[src/rtl/err_compute_sm.sv]
`default_nettype none
// ============================================================================
// Module  : err_compute_sm
// Brief   : Sequencer for the error-compute datapath. It clears the
//           accumulator, steps sel through the 8 IR channels and pulses
//           err_vld when the sum is final. Optional macro ERR_RESTART_EN
//           lets IR_vld restart a sequence that is in SETTLE or ACCUM.
// Revision: 1.0 - initial release
// ============================================================================
module err_compute_sm #(
    parameter int SETTLE_CYC = 0,
    parameter bit SUB_LEFT   = 1'b1
) (
    input  logic       clk,
    input  logic       rst_n,
    input  logic       IR_vld,
    output logic [2:0] sel,
    output logic       sub,
    output logic       en_accum,
    output logic       clr_accum,
    output logic       busy,
    output logic       err_vld
);

    localparam logic [2:0] c_IDLE   = 3'd0;
    localparam logic [2:0] c_CLR    = 3'd1;
    localparam logic [2:0] c_SETTLE = 3'd2;
    localparam logic [2:0] c_ACCUM  = 3'd3;
    localparam logic [2:0] c_DONE   = 3'd4;

    localparam bit         c_HAS_SETTLE  = (SETTLE_CYC > 0);
    localparam logic [3:0] c_SETTLE_LAST = 4'(SETTLE_CYC - 1);
    localparam logic [2:0] c_AFTER_STEP  = c_HAS_SETTLE ? c_SETTLE : c_ACCUM;

    logic [2:0] r_state;
    logic [2:0] r_sel;
    logic [3:0] r_cnt;
    logic       w_restart;
    logic       w_sub_raw;

`ifdef ERR_RESTART_EN
    assign w_restart = IR_vld && ((r_state == c_SETTLE) || (r_state == c_ACCUM));
`else
    assign w_restart = 1'b0;
`endif

    always_ff @(posedge clk or negedge rst_n) begin
        if (!rst_n) begin
            r_state <= c_IDLE;
            r_sel   <= 3'd0;
            r_cnt   <= 4'd0;
        end else if (w_restart) begin
            r_state <= c_CLR;
            r_sel   <= 3'd0;
            r_cnt   <= 4'd0;
        end else begin
            case (r_state)
                c_IDLE: begin
                    if (IR_vld) begin
                        r_state <= c_CLR;
                        r_sel   <= 3'd0;
                        r_cnt   <= 4'd0;
                    end
                end
                c_CLR: begin
                    r_state <= c_AFTER_STEP;
                end
                c_SETTLE: begin
                    if (r_cnt == c_SETTLE_LAST) begin
                        r_cnt   <= 4'd0;
                        r_state <= c_ACCUM;
                    end else begin
                        r_cnt <= r_cnt + 4'd1;
                    end
                end
                c_ACCUM: begin
                    // Channel 7 is the last operand; sel parks at 0 for the next run
                    if (r_sel == 3'd7) begin
                        r_sel   <= 3'd0;
                        r_state <= c_DONE;
                    end else begin
                        r_sel   <= r_sel + 3'd1;
                        r_state <= c_AFTER_STEP;
                    end
                end
                c_DONE: begin
                    r_state <= c_IDLE;
                end
                default: begin
                    r_state <= c_IDLE;
                    r_sel   <= 3'd0;
                    r_cnt   <= 4'd0;
                end
            endcase
        end
    end

    generate
        if (SUB_LEFT) begin : g_sub_left
            assign w_sub_raw = r_sel[0];
        end else begin : g_sub_right
            assign w_sub_raw = ~r_sel[0];
        end
    endgenerate

    assign sel       = r_sel;
    assign sub       = w_sub_raw && ((r_state == c_SETTLE) || (r_state == c_ACCUM));
    assign en_accum  = (r_state == c_ACCUM);
    assign clr_accum = (r_state == c_CLR);
    assign busy      = (r_state != c_IDLE);
    assign err_vld   = (r_state == c_DONE);

endmodule
`default_nettype wire

[config.mk]
export PLATFORM = sky130hd
export DESIGN_NAME = err_compute_sm
export DESIGN_NICKNAME = d
export VERILOG_FILES = /design/src/rtl/err_compute_sm.sv
export SDC_FILE = /design/constraint.sdc
export NUM_CORES = 1
export LEC_CHECK = 0
export CAP_MARGIN = 10
export CELL_PAD_IN_SITES_DETAIL_PLACEMENT = 1
export CELL_PAD_IN_SITES_GLOBAL_PLACEMENT = 1
export CORE_MARGIN = 5
export CORE_UTILIZATION = 34
export DETAILED_ROUTE_END_ITERATION = 12
export PLACE_DENSITY = 0.75
export RECOVER_POWER = 25
export SETUP_SLACK_MARGIN = 0.5
export SKIP_CTS_REPAIR_TIMING = 1
export SLEW_MARGIN = 10
export SYNTH_ARGS = -nofsm -noshare
export SYNTH_HDL_FRONTEND = slang
export SYNTH_SLANG_ARGS = --single-unit
[constraint.sdc]
create_clock -name clk -period 1.6 [get_ports clk]
set_input_delay 0.16 -clock clk [delete_from_list [all_inputs] [get_ports clk]]
set_output_delay 0.16 -clock clk [all_outputs]
set_load 0.02 [all_outputs]
==> summary.md <==
| Metric | Value |
|---|---|
| Die area | 2820 sq um |
| Worst reg2reg endpoint | sel[0] |
| Starting Density | 36.1% |
| Flip-flop and latch area | 256 sq um |
| Remaining Overflow, GRT | 0 |
| Post-Syn Area | 631 sq um |
| Clock-pin slew on the worst setup and hold paths | 0.07 ns |
| Most frequent cells in the layout | 12 x buf_6, 11 x buf_4, 5 x inv_1, 5 x dfrtp_1, 5 x dfrtp_2 |
| Placed cell areas | 827 sq um |
| Pwr dens | 2060 nW/um^2 |
| Via Count | 619 |
| Critical-path maximum fanout | 5 |
| Layout cell share with drive strength beyond 1 | 69.6% |
| Seq/Total Area, Yosys | 39.7% |
| XOR/XNOR Fraction of Synth Area | 0% |
| Crit end category | flip-flop |
| GR Util met2 | 23.3% |
| Cell Rows | 15 |
| Reg2reg start | sel[1] |
| Met3 capacity usage during global routing | 4.23% |
| YS warnings | 0 |
| Layout area overhead | 72.2% |
| Least-Margin Pin Slew | 0.471 ns |
| Yosys cell types | 25 |
| Simple-gate share of the synthesized area | 23.0% |
| CORE AREA | 1750 sq um |
| GPL Wtd Cong | 0.705 |
| GR Util met1 | 16.4% |
| Placed cell count | 101 |
| Post-Synth Adder-Cell Area | 5.95% |
| Die Height | 53.1 um |
| Final net count | 99 |
| R2R cell count | 5 |
| Final setup vio count | 0 |
| R2r setup slk | 0.04 ns |
| Relative slew slack | 68.5% |
| Synthesized net count | 69 |
| WP data arrival | 1.76 ns |
| Max H-tree Level | 1 |
| Vias in the first global route | 575 |
| Skew final | 0.00509 ns |
| Max Clk Rate | 0.641 GHz |
| Number of port buffers | 10 |
| Drt pass-1 iters | 4 |
| Post-Route WL | 2070 um |
| Leak Pwr | 0.486 nW |
| Ratio of final minimum period to clock period | 97.5% |
| Min Tclk post-route | 1.56 ns |
| Die Wd | 53.1 um |
| HPWL after DPL | 1230 um |
| Largest family of logic cells by synthesized area | simple AND/OR/NAND/NOR gates |
| Non-Filler Instances | 117 |
| Clock Sinks | 10 |
| Syn Inst Count | 63 |
| All-Layer GR Usage | 13.6% |
| Initial antenna violation count | 0 |
| Yosys reg bits | 10 |
| Drt wl/cell | 17.7 um |
| Cts bufs inserted | 3 |
| Endpoints failing hold | 0 |
| Largest net degree at the start of global routing | 11 |
| Worst Path Required | 1.80 ns |
| Post-route ant nets | 0 |
| Total power | 2.23 mW |
| Max-slew violations | 0 |
| # DRC | 0 |
| Peak VDD IR | 1140 uV |
| First-pass GRT wire length | 2700 um |
| Antenna cell count | 0 |
| Kind of critical path | flip-flop to flip-flop |
| # IOs | 11 |
| Mux cell area share after synthesis | 3.57% |
| Initial DRC count | 9 |
| Worst-skew pair later-pin latency | 0.27 ns |
| Vias per inst | 5.29 |
| TritonCTS clock tree | yes |
| Grt peak-use layer | met2 |
| Area of the multi-input gates | 483 sq um |
| Syn avg cell area | 10.0 sq um |
| Post-synthesis compound-gate area fraction | 19.4% |
| Most common cell after layout, fill and taps aside | buf_6 |
| Critical Path Start Type | flip-flop |
| Longest Clk Path Bufs | 2 |
| CTS root buffer | clkbuf_4 |
| Design area | 1090 sq um |
| Maxcap violations | 0 |
| Hold Crit Class | input port to asynchronous set/reset pin |
| Fillers | 197 |
| Outcome | complete, no violations |
| Unrepaired setup endpoints after global routing | true |
==> worst max path at each step <==
stage / endpoint / slack, ns / start
final: sel[0] / 0.04 / sel[1]
after floorplan: sel[0] / 0.09 / sel[0]
after global placement: clr_accum / 0.008 / r_state[2]
after CTS: clr_accum / -0.33 / r_state[2]
after global routing: sel[0] / -0.01 / sel[1]
after detailed placement: clr_accum / -0.02 / r_state[2]
==> synth_stat cells <==
cell / count / share of area [%]
dfrtp_1: 10 / 40
a21oi_1: 5 / 4.0
inv_1: 5 / 3.0
and2_1: 4 / 4.0
nor2b_1: 4 / 4.0
and3_1: 3 / 3.0
buf_6: 3 / 5.4
ha_1: 3 / 6.0
nand3_1: 3 / 2.4
a22oi_1: 2 / 2.4
mux2_2: 2 / 3.6
nand2b_1: 2 / 2.0
nor2_1: 2 / 1.2
o211ai_1: 2 / 2.4
o21ai_0: 2 / 1.6
o2bb2ai_1: 2 / 2.8
a21o_1: 1 / 1.2
a221oi_1: 1 / 1.4
a2bb2oi_1: 1 / 1.4
a311oi_2: 1 / 2.4
nand2_1: 1 / 0.59
nor3_1: 1 / 0.79
nor3b_2: 1 / 2.0
or3_4: 1 / 1.8
or3b_1: 1 / 1.4
==> where the power goes <==
part           internal (mW)  total (mW)  switching, mW
Combinational          0.835        1.48          0.646
Sequential             0.368       0.523          0.155
Clock                  0.138       0.229         0.0906
==> flip-flops by register name, indices dropped and copies added, names as in the netlist <==
name,flops
r_cnt,4
r_state,3
sel,3
==> metrics by stage <==
stage                     worst slack, ns  hold slack, ns  utilization (%)  setup TNS (ns)
after floorplan                    0.0945          -0.136                -               0
after global placement            0.00765           0.506             47.4               0
after detailed placement          -0.0239           0.511             47.4         -0.0239
after CTS                          -0.329           0.225             49.5           -1.24
after global routing              -0.0147           0.295             62.2         -0.0147
final                              0.0394           0.278             62.2               0
==> worst max-delay path: stages, from the launching register on <==
cell and delay, ns:
dfrtp_2 0.45, ha_4 0.18, ha_4 0.15, or3b_4 0.36, a311oi_2 0.23, a21o_1 0.12
==> kinds of logic (layout without fill, tap and decap cells) <==
family | Yosys count | in the layout
simple gates | 23 | 23
fa+ha+maj | 3 | 3
compound gates | 17 | 17
buf+inv | 8 | 37
flops | 10 | 10
mux | 2 | 2
==> layer usage <==
layer | routed length (um) | part of all wire [%]
met1 | 879 | 42
met2 | 1040 | 50
met3 | 83 | 4.0
met5 | 0 | 0
met4 | 71 | 3.4
==> layout make-up <==
cell class / instances / share of cell area [%]
Multi-Input combinational cell: 45 / 44.5
Timing Repair Buffer: 28 / 24.0
Sequential cell: 10 / 23.6
Clock buffer: 4 / 3.34
Tap cell: 25 / 2.88
Inverter: 5 / 1.73
No activity file was read; power rests on OpenSTA's default activity.
